[src/rtl/snowflake_pkg.sv]
// Shared types and constants for the snowflake sprite: controller FSM states,
// LFSR feedback and the colour codes understood by the sprite source.
package snowflake_pkg;

  typedef enum logic [1:0] {
    IDLE,
    RUN,
    PAUSE
  } fall_state_t;

  localparam logic [15:0] LfsrMask = 16'hB400;

  localparam logic [1:0] ColorBlue      = 2'd0;
  localparam logic [1:0] ColorLightBlue = 2'd1;
  localparam logic [1:0] ColorDarkBlue  = 2'd2;
  localparam logic [1:0] ColorMuddyBlue = 2'd3;

  // Right-shifting Galois step: the bit shifted out folds back through the mask.
  function automatic logic [15:0] lfsr_next(input logic [15:0] v);
    return v[0] ? ((v >> 1) ^ LfsrMask) : (v >> 1);
  endfunction

endpackage

[src/rtl/lfsr16.sv]
// 16-bit Galois LFSR with synchronous reload of the seed and a single-step enable.
module lfsr16
  import snowflake_pkg::*;
#(
  parameter logic [15:0] SEED = 16'hACE1
) (
  input  logic        clk,
  input  logic        reset_n,
  input  logic        load,
  input  logic        step,
  output logic [15:0] q
);

  always_ff @(posedge clk or negedge reset_n) begin
    if (!reset_n) begin
      q <= SEED;
    end else if (load) begin
      q <= SEED;
    end else if (step) begin
      q <= lfsr_next(q);
    end
  end

endmodule

[src/rtl/snowflake_fall_ctrl.sv]
// Per-frame snowflake animation: fall, pseudo-random drift, respawn at a random
// column and periodic colour cycling, all stepped on accepted frame ticks.
module snowflake_fall_ctrl
  import snowflake_pkg::*;
#(
  parameter int unsigned H_RES = 640,
  parameter int unsigned V_RES = 480,
  parameter int unsigned SPR   = 32,
  parameter logic [15:0] SEED  = 16'hACE1
) (
  input  logic        clk,
  input  logic        reset_n,
  input  logic        en,
  input  logic        restart,
  input  logic        frame_tick,
  input  logic [3:0]  speed,
  input  logic        drift_en,
  input  logic [7:0]  color_period,
  output logic [10:0] x0,
  output logic [10:0] y0,
  output logic [1:0]  ctrl,
  output logic        wrap_pulse
);

  localparam logic [10:0] XMax  = 11'(H_RES - SPR);
  localparam logic [11:0] YLim  = 12'(V_RES - SPR);
  localparam logic [10:0] XInit = 11'((H_RES - SPR) / 2);

  fall_state_t state_q, state_d;
  logic [10:0] x_q, x_d;
  logic [10:0] y_q, y_d;
  logic [1:0]  ctrl_q, ctrl_d;
  logic [7:0]  cnt_q, cnt_d;
  logic        wrap_q, wrap_d;
  logic        accept;

  logic [15:0] lfsr_q;
  logic [11:0] ny;
  logic        respawn;
  logic [10:0] lfsr_low;
  logic [10:0] respawn_x;
  logic [10:0] drift_x;
  logic [7:0]  cnt_inc;
  logic        unused_lfsr;

  lfsr16 #(
    .SEED(SEED)
  ) u_lfsr (
    .clk    (clk),
    .reset_n(reset_n),
    .load   (restart),
    .step   (accept),
    .q      (lfsr_q)
  );

  assign unused_lfsr = ^lfsr_q[14:10];

  assign ny        = {1'b0, y_q} + {8'd0, speed};
  assign respawn   = (ny >= YLim);
  // Fold the 10-bit sample into [0, XMax); valid because 2*XMax >= 1024.
  assign lfsr_low  = {1'b0, lfsr_q[9:0]};
  assign respawn_x = (lfsr_low < XMax) ? lfsr_low : (lfsr_low - XMax);
  assign drift_x   = lfsr_q[15] ? ((x_q >= XMax) ? XMax : (x_q + 11'd1))
                                : ((x_q == 11'd0) ? 11'd0 : (x_q - 11'd1));
  assign cnt_inc   = cnt_q + 8'd1;

  always_comb begin
    state_d = state_q;
    x_d     = x_q;
    y_d     = y_q;
    ctrl_d  = ctrl_q;
    cnt_d   = cnt_q;
    wrap_d  = 1'b0;
    accept  = 1'b0;

    if (restart) begin
      state_d = IDLE;
      x_d     = XInit;
      y_d     = 11'd0;
      ctrl_d  = ColorBlue;
      cnt_d   = 8'd0;
    end else begin
      unique case (state_q)
        IDLE: begin
          if (en) state_d = RUN;
        end
        RUN: begin
          if (!en) begin
            state_d = PAUSE;
          end else if (frame_tick) begin
            accept = 1'b1;
            if (respawn) begin
              y_d    = 11'd0;
              x_d    = respawn_x;
              wrap_d = 1'b1;
            end else begin
              y_d = ny[10:0];
              if (drift_en) x_d = drift_x;
            end
            if (color_period != 8'd0) begin
              if (cnt_inc == color_period) begin
                cnt_d  = 8'd0;
                ctrl_d = ctrl_q + 2'd1;
              end else begin
                cnt_d = cnt_inc;
              end
            end
          end
        end
        PAUSE: begin
          if (en) state_d = RUN;
        end
        default: state_d = IDLE;
      endcase
    end
  end

  always_ff @(posedge clk or negedge reset_n) begin
    if (!reset_n) begin
      state_q <= IDLE;
      x_q     <= XInit;
      y_q     <= 11'd0;
      ctrl_q  <= ColorBlue;
      cnt_q   <= 8'd0;
      wrap_q  <= 1'b0;
    end else begin
      state_q <= state_d;
      x_q     <= x_d;
      y_q     <= y_d;
      ctrl_q  <= ctrl_d;
      cnt_q   <= cnt_d;
      wrap_q  <= wrap_d;
    end
  end

  assign x0         = x_q;
  assign y0         = y_q;
  assign ctrl       = ctrl_q;
  assign wrap_pulse = wrap_q;

endmodule

[config.mk]
export PLATFORM = sky130hd
export DESIGN_NAME = snowflake_fall_ctrl
export DESIGN_NICKNAME = d
export VERILOG_FILES = /design/src/rtl/snowflake_pkg.sv /design/src/rtl/lfsr16.sv /design/src/rtl/snowflake_fall_ctrl.sv
export SDC_FILE = /design/constraint.sdc
export NUM_CORES = 1
export LEC_CHECK = 0
export CAP_MARGIN = 20
export CORE_MARGIN = 2
export CORE_UTILIZATION = 51
export DETAILED_ROUTE_END_ITERATION = 16
export GPL_TIMING_DRIVEN = 1
export PLACE_DENSITY = 0.74
export SLEW_MARGIN = 20
export SYNTH_ARGS = -nofsm -noshare
export SYNTH_HDL_FRONTEND = slang
export SYNTH_SLANG_ARGS = --single-unit
[constraint.sdc]
create_clock -name clk -period 2.5 [get_ports clk]
set_input_delay 0.75 -clock clk [delete_from_list [all_inputs] [get_ports clk]]
set_output_delay 0.75 -clock clk [all_outputs]
set_load 0.05 [all_outputs]
==> results of run 1 <==
## through the flow
| stage | cell area [µm²] | hold WS [ns] | power, W | setup TNS (ns) |
|---|---|---|---|---|
| 5_1_grt | 4660 | 0.464 | 0.00180 | -0.197 |
| 4_1_cts | 4600 | 0.437 | 0.00174 | -0.0253 |
| 3_3_place_gp | 4350 | 0.480 | 0.00112 | -16.02 |
| 3_5_place_dp | 4350 | 0.489 | 0.00113 | -17.44 |
| 2_1_floorplan | 3610 | 0.454 | 0.00101 | -2.05 |
| 6_report | 4660 | 0.421 | 0.00173 | -0.0261 |
## cell usage after synthesis (3+ instances only)
cell and instances:
a211oi_1 3, a21oi_1 33, nor3b_1 3, nand2b_1 4, dfstp_2 11, nand3b_1 3
mux2i_1 4, nand2_1 64, and3_1 6, o221ai_1 4, nand4_1 4, a221oi_1 4
nor3_1 12, a31oi_1 7, nor2_1 18, dfrtp_1 40, clkbuf_1 16, a211o_1 4
xor2_1 5, buf_4 3, o211ai_1 8, a21o_1 8, o21ai_0 18, or4_1 6
a221o_1 3, ha_1 8, nor4_1 7, nor2b_1 4, xnor2_1 13, inv_1 17
o31ai_1 5, nand3_1 19
## critical path, stage by stage
cell     delay [ns]
buf_6          0.10
ha_4           0.21
a211o_1        0.29
and2_4         0.18
o311a_4        0.38
o221a_4        0.27
buf_6          0.14
and3_4         0.14
a221o_1        0.25
## cell type report
cell class	count	area share
Clock buffer	6	0.0177
Clock inverter	2	0.00752
Inverter	17	0.0137
Multi-Input combinational cell	322	0.485
Sequential cell	51	0.277
Tap cell	80	0.0215
Timing Repair Buffer	94	0.177
## layout by cell type (no fill, tap or decap), types with 5 or more instances in the layout
master and n:
a21oi_1 29, xnor2_1 10, o21ai_0 18, clkdlybuf4s50_1 29
nor4_1 5, nand3_1 19, o211ai_1 8, nor2_1 18
a31oi_1 7, nor3_1 11, a21o_1 7, inv_1 16
buf_6 8, dfrtp_1 39, or4_1 5, nand2_1 64
clkbuf_8 6, buf_4 49, o31ai_1 5, xor2_1 5
dfstp_2 11
## kinds of logic (layout without fill, tap and decap cells)
| logic type | after synthesis | in the layout |
|---|---|---|
| and+or+nand+nor | 169 | 169 |
| AOI/OAI and AO/OA | 121 | 121 |
| DFF | 51 | 51 |
| buffers and inverters | 40 | 119 |
| xor gates and xnor gates | 18 | 18 |
| adders and majority gates | 9 | 9 |
| muxes | 5 | 5 |
## what timing repair did
item | CTS | global route
resized for setup | 37 | 14
pin swaps | 20 | 5
buffers inserted | 4 | 2
setup endpoints to repair | 24 | 13
cloned | 0 | 0
endpoints found under the hold margin | 0 | 0
## power by group through the flow
stage | sequential (W) | combinational [W] | clock, W
6_report | 0.000869 | 0.000263 | 0.000601
5_1_grt | 0.000872 | 0.000289 | 0.000640
4_1_cts | 0.000868 | 0.000257 | 0.000616
3_5_place_dp | 0.000883 | 0.000248 | 0
3_3_place_gp | 0.000882 | 0.000243 | 0
2_1_floorplan | 0.000887 | 0.000125 | 0
## metal layers
layer | vias up | track usage | routed length, µm
met5 | - | 0 | 0
met3 | 9 | 0.0284 | 454
met2 | 112 | 0.435 | 4590
met1 | 1700 | 0.369 | 4250
met4 | 0 | 0.0568 | 97
li1 | 1683 | - | -
## final timing paths
check                      startpoint          end  depth (start not counted)
setup / recovery             speed[1]        x0[2]                          9
hold / removal                reset_n     cnt_q[5]                          1
setup reg to reg                y0[1]        x0[2]                          8
hold reg to reg            state_q[1]   state_q[0]                          1
max in group asynchronous     reset_n  u_lfsr.q[0]                          2
min in group clk           state_q[1]   state_q[0]                          1
## registers in the layout, summed over array words and instances, names as in the netlist
signal,count
x0,11
state_q,2
u_lfsr.q,16
ctrl,2
wrap_pulse,1
cnt_q,8
y0,11
==> summary.txt, run 1 <==
Detailed routing
  – DRT iter0 DRCs: 264
  – Via density per instance: around 6.1
  – Detailed Route WL: 9400 µm
  – ANT nets after route: 0
  – Vias: about 3500
  – Routed length per placed instance: about 16 µm
  – Drt first pass iters: 6
  – DRC viols: 0

Place
  – Dpl cells: ~560
  – Buffers added on ports: 42
  – Pre-CTS setup slack: -0.837 ns
  – Detail Placement HPWL: between 6000 and 7000 µm
  – Placer Congestion: 0.874

Die
  – Die Width: 87.1 µm
  – Core ar.: about 6700 µm²
  – Io pins: 43
  – Die area: 7580 µm²
  – Cell Rows: 30
  – Starting Density: 0.524
  – Chip height: ~87 µm

Synthesis
  – Yosys warns: 0
  – Synth Area in Adders: 0.0341
  – Synth area leader: dfrtp_1
  – Synth Area in XOR/XNOR: 0.0448
  – Ys flop type: dfrtp_1
  – Part of the Yosys area used for sequential elements: 0.367
  – Mapped Area: 3520 µm²
  – Largest family of logic cells by synthesized area: simple AND/OR/NAND/NOR gates
  – Mapped Avg Cell Area: 8.52 µm²
  – Mapped Cells: about 410
  – Synthesized net count: between 400 and 500
  – Async set or reset register ratio after synthesis: 1.00
  – Yosys top cell area share: 0.284
  – Largest cells by area after synthesis: dfrtp_1 28%, dfstp_2 8.2%, nand2_1 6.8%
  – Compound-Gate Fraction of Synth Area: 0.243
  – Multiplexer share of the synthesized area: 0.0146
  – Simple-gate share of the synthesized area: 0.245
  – Post-synthesis cell type count: 70
  – Number of synthesized flops with an enable pin: 0
  – Flops & latches, synth: 51

Clock tree
  – # hold bufs at CTS: 0
  – CTS H-tree depth: 2
  – Root buf cell: clkbuf_8
  – CTS tree: yes
  – Worst skew pair latency: approximately 0.31 ns
  – Clock buffer depth: 2
  – CTS buffer count: 5
  – CTS Sinks: 51
  – Worst-path clk slew: around 0.10 ns

Final layout
  – # diodes: 0
  – Fill count: about 540
  – Nets@finish: around 520
  – Share of cells above drive strength 1: 0.264
  – Final core occ: 0.694
  – Register area: 1290 µm²
  – Finished Layout Cells: roughly 570
  – Synth-to-layout area growth: 32.4%
  – Area used by multi-input combinational logic: around 2300 µm²

Pwr
  – Leak Pwr: between 1.5 and 2 nW
  – P_int: around 0.0013 W
  – Peak supply drop: 0.000271 V
  – PD cells: 372 nW/µm²
  – Net Sw Power: around 0.00045 W
  – Logic pwr share: 0.152
  – Clock Power Share: 0.347
  – Sw Ratio: 0.257
  – Flop pwr share: 0.501

STA
  – Slack of the critical path: -0.0150 ns
  – Final worst path period need: 2.52 ns
  – RSZ-0062 raised after global routing: true
  – Final Hold Vio Count: 0
  – Slew headroom: 0.602
  – Final period util: 1.01
  – Final Skew: approximately 0.012 ns
  – Final slew viol count: 0
  – Max Freq: roughly 400 MHz
  – Final Setup Violations: 2
  – Worst-Margin Slew: 0.597 ns

Critical path
  – WP data arrival: around 2.7 ns
  – Critical path type: input port to register
  – Crit path required time: between 2 and 3 ns
  – CP Capture Type: register
  – Critical path fanouts, max: 7
  – Reg2Reg Setup Slack: ~0.050 ns
  – Startpoint Class: input port

Min path
  – Worst Hold Class: input port to async pin

GRT
  – Total grt overflow: 0
  – Number of antenna violations at the first check in global routing: 0
  – Largest net degree at the start of global routing: 34
  – Wire length of the first global-routing pass: between 15000 and 20000 µm
  – Vias in the first global route: 3369
  – Total track usage: 0.261

Status
  – Status: finished with violations
  – Failing checks: setup timing

Run
  – Max-cap violations: 0
(Power assumes the default switching activity.)
==> run 2: changes to the inputs <==
SETUP_SLACK_MARGIN = 0.5   (was default)
SYNTH_HIERARCHICAL = 1   (was default)
==> run 2 against run 1 <==
  * The run still ends with setup timing left
  * Maximum frequency fell by 3.1%
  * Setup slack worse by 0.080 ns
  * Combinational power grew 41%
  * Sequential share of layout area decreased by 2.3 points
  * Die area grew 2.3%
  * Critical path depth up 1
  * First-iteration DRC count rose by 18%
  * Cell count is 3.1% higher
  * Synthesized cell count is 5.3% lower
  * Largest power group unchanged
==> summary.txt, run 2 <==
Die
  – Io pins: 43
  – Chip height: between 80 and 90 µm
  – Core ar.: around 6800 µm²
  – Die area: ~7800 µm²
  – Die Width: 88.1 µm
  – Cell Rows: 30
  – Starting Density: 0.528

Final layout
  – Nets@finish: 520
  – Final core occ: 0.748
  – Max FFs per register: 16
  – # diodes: 0
  – Most frequent cells in the layout: 60 x buf_4, 34 x dfrtp_1, 33 x nor2_1
  – Most flops, register: u_lfsr/q
  – Share of cells above drive strength 1: 0.417
  – Most common cell after layout, fill and taps aside: buf_4
  – Fill count: between 400 and 500
  – Synth-to-layout area growth: 41.7%

STA
  – Final worst path period need: around 2.6 ns
  – Final Hold Vio Count: 0
  – Final period util: 1.04
  – Slew headroom: 0.575
  – Hold WS: 0.448 ns
  – Final slew viol count: 0
  – Slack of the critical path: -0.0947 ns
  – Worst-Margin Slew: between 0.6 and 0.7 ns
  – Max Freq: roughly 390 MHz
  – Final setup TNS: -0.566 ns
  – RSZ-0062 raised after global routing: true
  – Final Setup Violations: 9
  – Final Skew: a little under 0.008 ns

Detailed routing
  – DRC viols: 0
  – ANT nets after route: 0
  – DRT iter0 DRCs: just over 300
  – Via density per instance: around 6.3
  – Vias: around 3700
  – Drt first pass iters: 6
  – Routed length per placed instance: ~18 µm
  – Detailed Route WL: roughly 11000 µm

Pwr
  – Clock Power Share: 0.357
  – Sw Ratio: 0.270
  – Net Sw Power: 0.000525 W
  – Peak supply drop: 0.000300 V
  – Logic pwr share: 0.191
  – Flop pwr share: 0.452
  – PD cells: approximately 380 nW/µm²
  – Total power: 0.00194 W
  – Leak Pwr: between 2 and 2.5 nW
  – P_int: approximately 0.0014 W

Synthesis
  – Largest cells by area after synthesis: dfrtp_1 28%, dfstp_2 8.0%, nor2_1 3.6%
  – Part of the Yosys area used for sequential elements: 0.358
  – Yosys warns: 6
  – Synthesized net count: around 420
  – Yosys top cell area share: 0.278
  – Synth area leader: dfrtp_1
  – Flops & latches, synth: between 50 and 60
  – Post-synthesis cell type count: between 70 and 80
  – Number of synthesized flops with an enable pin: 0
  – Count leader, synth: dfrtp_1
  – Mapped Area: about 3600 µm²
  – Mapped Avg Cell Area: 9.22 µm²
  – Post-synth top cells: 40 x dfrtp_1, 35 x nor2_1, 26 x nand2_1, 19 x a21oi_1, 16 x inv_1
  – Mapped Cells: between 300 and 400
  – Ys flop type: dfrtp_1
  – Async set or reset register ratio after synthesis: 1.00

Place
  – Pre-CTS setup slack: -0.807 ns
  – Placer Congestion: approximately 0.9
  – Detail Placement HPWL: approximately 6500 µm
  – Buffers added on ports: 42

Critical path
  – WP data arrival: 2.79 ns
  – CP Capture Type: register
  – Critical path type: input port to register
  – Critical Path Max Stage Delay: around 0.35 ns
  – Crit-path cells: buf_6 -> ha_4 -> inv_2 -> fa_2 -> or2b_1 -> a21o_1 -> nand4_1 -> o41a_1 -> nand2_4 -> a221o_1
  – Reg-to-Reg Start: y0[0]
  – CP Buf/Inv Count: 2
  – Critical path fanouts, max: 8
  – Startpoint Class: input port
  – Crit path required time: 2.69 ns
  – Crit-path leading delay family: compound AO/OA/AOI/OAI gates
  – Worst path slowest cell: a221o_1
  – Crit. Startpoint: speed[0]

GRT
  – Total track usage: 0.265
  – Gr busiest metal: met2
  – Global routing usage on met2: 0.437
  – Met3 Use GR: 0.0528
  – Number of antenna violations at the first check in global routing: 0
  – Largest net degree at the start of global routing: 34
  – Vias in the first global route: roughly 3300
  – Grt met1 use: 0.359
  – Total grt overflow: 0
  – Wire length of the first global-routing pass: 16300 µm

Clock tree
  – Worst-path clk slew: ~0.1 ns
  – CTS tree: yes
  – Worst skew pair latency: 0.31 ns
  – Root buf cell: clkbuf_8
  – CTS H-tree depth: 2
  – CTS buffer count: 5
  – # hold bufs at CTS: 0
  – CTS Sinks: slightly above 50
  – Clock buffer depth: 2

Run
  – Max-cap violations: 0

Min path
  – Worst Hold Class: input port to async pin

Status
  – Status: finished with violations
  – Failing checks: setup timing
==> run 2: changes by cell type after synthesis, sizes merged, moves of 6 or more <==
cell	previous run	this run
nor2	18	37
a21oi	34	19
buf	5	13
nand2	64	26
o211ai	8	2
nand3	20	11
mux2i	4	11
o21ai	18	11
clkbuf	17	8
nor2b	4	10
a221o	3	10
==> run 2: worst reg2reg max path: cells and delay by family, from the launching register on <==
kind,cells,cell delay (ns)
AOI/OAI and AO/OA,3,0.85
adders and majority gates,2,0.49
buffers and inverters,1,0.04
DFF,1,0.41
and+or+nand+nor,3,0.62
==> run 2: layout make-up <==
type	count	area, µm²	share of cell area
Clock buffer	5	68.8	0.0135
Tap cell	96	120	0.0235
Timing Repair inverter	1	3.75	0.000735
Inverter	16	65.1	0.0127
Multi-Input combinational cell	304	2500	0.490
Sequential cell	51	1300	0.254
Timing Repair Buffer	114	985	0.193
Clock inverter	3	67.6	0.0132
==> run 2: power by group through the flow <==
stage	logic, W	registers, W	clock network [W]
2_1_floorplan	0.000167	0.000898	0
3_5_place_dp	0.000299	0.000891	0
3_3_place_gp	0.000294	0.000889	0
6_report	0.000372	0.000879	0.000694
4_1_cts	0.000329	0.000876	0.000702
5_1_grt	0.000401	0.000882	0.000732
==> run 2: path summary, 6_finish.rpt <==
path / to / slack, ns / cells past startpoint
max: x0[2] / -0.09 / 10
min in group clk: state_q[0] / 0.50 / 1
min reg2reg: state_q[0] / 0.50 / 1
min: u_lfsr/q[14] / 0.45 / 1
max reg2reg: x0[2] / -0.02 / 9
max in group asynchronous: u_lfsr/q[5] / 1.42 / 2
==> run 2: per-stage QoR <==
step | instances | instance area (µm²)
floorplan | 391 | 3720
global placement | 559 | 4510
detailed placement | 559 | 4510
CTS | 584 | 4960
global route | 590 | 5110
finish | 590 | 5110
==> run 2: what timing repair did <==
action	in CTS	in global routing
cloned	2	0
gates resized for setup	132	43
buffers inserted	15	6
setup endpoints to repair	66	44
pin swaps	39	19
==> run 2: cell families (layout without fill, tap and decap cells) <==
family                     count (synthesis)  after routing  share of synthesized area
muxes                                     13             13                     0.0368
AOI/OAI and AO/OA                        113            114                      0.249
DFF                                       51             51                      0.358
and+or+nand+nor                          150            150                      0.231
adders and majority gates                  9              9                     0.0333
buffers and inverters                     37            139                     0.0486
xor gates and xnor gates                  18             18                     0.0437
==> run 2: per-layer routing <==
layer,wire length (µm),share of wire,vias up
met4,299,0.028,0
met1,4250,0.40,1756
met3,893,0.084,45
li1,-,-,1677
met2,5130,0.48,210
met5,0,0,-
==> run 3: changes to the inputs <==
CORE_MARGIN = default   (was 2)
CORE_UTILIZATION = 50   (was 51)
PLACE_DENSITY = 0.73   (was 0.74)
==> run 3 against run 2 <==
  * The flow still finishes with violations (setup timing)
  * Highest routed layer unchanged
  * Combinational power shrank 2%
  * Largest cell class unchanged
  * Non-clock buffer count grew 5
  * Cell area grew 0.12%
  * First-iteration DRC count shrank 14%
  * Critical path depth is the same
==> summary.txt, run 3 (synthesis gave the netlist of run 2 again) <==
Status
  – Status: finished with violations
  – Failing checks: setup timing

Detailed routing
  – Drt first pass iters: 5
  – Via density per instance: roughly 6.0
  – Vias: about 3600
  – ANT nets after route: 0
  – DRT iter0 DRCs: 268
  – DRC viols: 0
  – Routed length per placed instance: between 15 and 20 µm
  – Detailed Route WL: around 10000 µm

GRT
  – Number of antenna violations at the first check in global routing: 0
  – Vias in the first global route: about 3500
  – Largest net degree at the start of global routing: 32
  – Total track usage: 0.270
  – Total grt overflow: 0
  – Wire length of the first global-routing pass: between 15000 and 20000 µm

Final layout
  – Most frequent cells in the layout: 71 x buf_4, 36 x dfrtp_1, 33 x nor2_1
  – Synth-to-layout area growth: 41.9%
  – # diodes: 0
  – Nets@finish: between 500 and 600
  – Most flops, register: u_lfsr/q
  – Most common cell after layout, fill and taps aside: buf_4
  – Share of cells above drive strength 1: 0.420
  – Max FFs per register: 16

Die
  – Io pins: between 40 and 50
  – Die Width: roughly 87 µm
  – Cell Rows: 30
  – Core ar.: a little under 7000 µm²
  – Starting Density: 0.525
  – Chip height: 86.9 µm
  – Die area: roughly 7600 µm²

STA
  – Final setup TNS: -0.000676 ns
  – Max Freq: between 300 and 400 MHz
  – Final Hold Vio Count: 0
  – Final worst path period need: 2.50 ns
  – Slack of the critical path: -0.000676 ns
  – Final Setup Violations: 1
  – Final period util: 1.00
  – RSZ-0062 raised after global routing: true
  – Worst-Margin Slew: approximately 0.64 ns
  – Final slew viol count: 0
  – Slew headroom: 0.562
  – Final Skew: ~0.012 ns
  – Hold WS: roughly 0.42 ns

Run
  – Max-cap violations: 0

Clock tree
  – Worst-path clk slew: ~0.1 ns
  – Clock buffer depth: 2
  – CTS buffer count: 5
  – Root buf cell: clkbuf_8
  – CTS H-tree depth: 2
  – CTS Sinks: between 50 and 60
  – CTS tree: yes
  – Worst skew pair latency: a little over 0.3 ns

Pwr
  – Leak Pwr: around 2.1 nW
  – Peak supply drop: between 0.0003 and 0.0004 V
  – PD cells: 342 nW/µm²

Critical path
  – Crit path required time: 2.69 ns
  – Startpoint Class: input port
  – WP data arrival: ~2.7 ns
  – Critical path type: input port to register
  – CP Capture Type: register
  – Critical path fanouts, max: 7

Place
  – Placer Congestion: 0.863
  – Buffers added on ports: 42
  – Detail Placement HPWL: ~6800 µm

Min path
  – Worst Hold Class: input port to async pin
## run 3: cell types whose count changed in the layout (fill, tap and decap cells not counted), moves of 3 or more
cell,previous run,this run
nor3_1,12,9
buf_6,19,14
o31ai_4,1,5
buf_4,60,71
o31ai_1,5,2
nor4_2,7,4
## run 3: worst paths after layout
check | start | end | slack (ns) | depth (start not counted)
worst max-delay path | speed[3] | x0[1] | -0.0007 | 10
worst min-delay path | reset_n | x0[9] | 0.42 | 1
worst max register to register | y0[3] | x0[1] | 0.06 | 9
worst min register to register | u_lfsr/q[12] | u_lfsr/q[11] | 0.52 | 1
max in group asynchronous | reset_n | u_lfsr/q[6] | 1.46 | 2
min in group clk | u_lfsr/q[12] | u_lfsr/q[11] | 0.52 | 1
## run 3: power by group
| group | switching (W) | total [W] | internal, W | leakage [nW] |
|---|---|---|---|---|
| Combinational | 0.000194 | 0.000366 | 0.000173 | 1.39 |
| Sequential | 0.0000292 | 0.000876 | 0.000846 | 0.663 |
| Clock | 0.000285 | 0.000510 | 0.000224 | 0.0482 |
## run 3: worst max-delay path, stage by stage
cell and delay [ns]:
buf_6 0.10, ha_4 0.25, nand4bb_1 0.14, o31a_1 0.32
o221a_4 0.28, a211oi_4 0.24, buf_6 0.17, buf_6 0.12
nor3_4 0.04, a221o_1 0.27
## run 3: final cells by class
| type | count | area (µm²) |
|---|---|---|
| tap | 96 | 120 |
| multi-input combinational | 303 | 2530 |
| clock buffer | 7 | 86.3 |
| fill | 491 | 1750 |
| inverter | 16 | 62.6 |
| clock inverter | 1 | 5.00 |
| timing repair buffer | 119 | 1000 |
| sequential | 51 | 1290 |
| timing repair inverter | 1 | 7.51 |
## run 3: repair_timing
item,4_1_cts,5_1_grt
pin swaps,36,26
hold buffers,0,0
buffers inserted,11,11
setup endpoints to repair,65,39
gates cloned,1,0
resized for setup,126,44
## run 3: through the flow
stage | cells | area (µm²) | worst slack [ns] | util | total power, W
3_3_place_gp | 563 | 4540 | -0.765 | 0.661 | 0.00119
4_1_cts | 583 | 4880 | 0.0308 | 0.710 | 0.00173
5_1_grt | 594 | 5120 | -0.0788 | 0.745 | 0.00183
3_5_place_dp | 563 | 4540 | -0.816 | 0.661 | 0.00120
6_report | 594 | 5120 | -0.000676 | 0.745 | 0.00175
2_1_floorplan | 391 | 3720 | -0.213 | - | 0.00106
## run 3: routing by layer
layer  GRT usage  share of wire  up-vias
met3      0.0521          0.055       30
met4       0.109          0.022        0
met5           0              0        -
li1            -              -     1679
met1       0.344           0.43     1732
met2       0.450           0.50      138
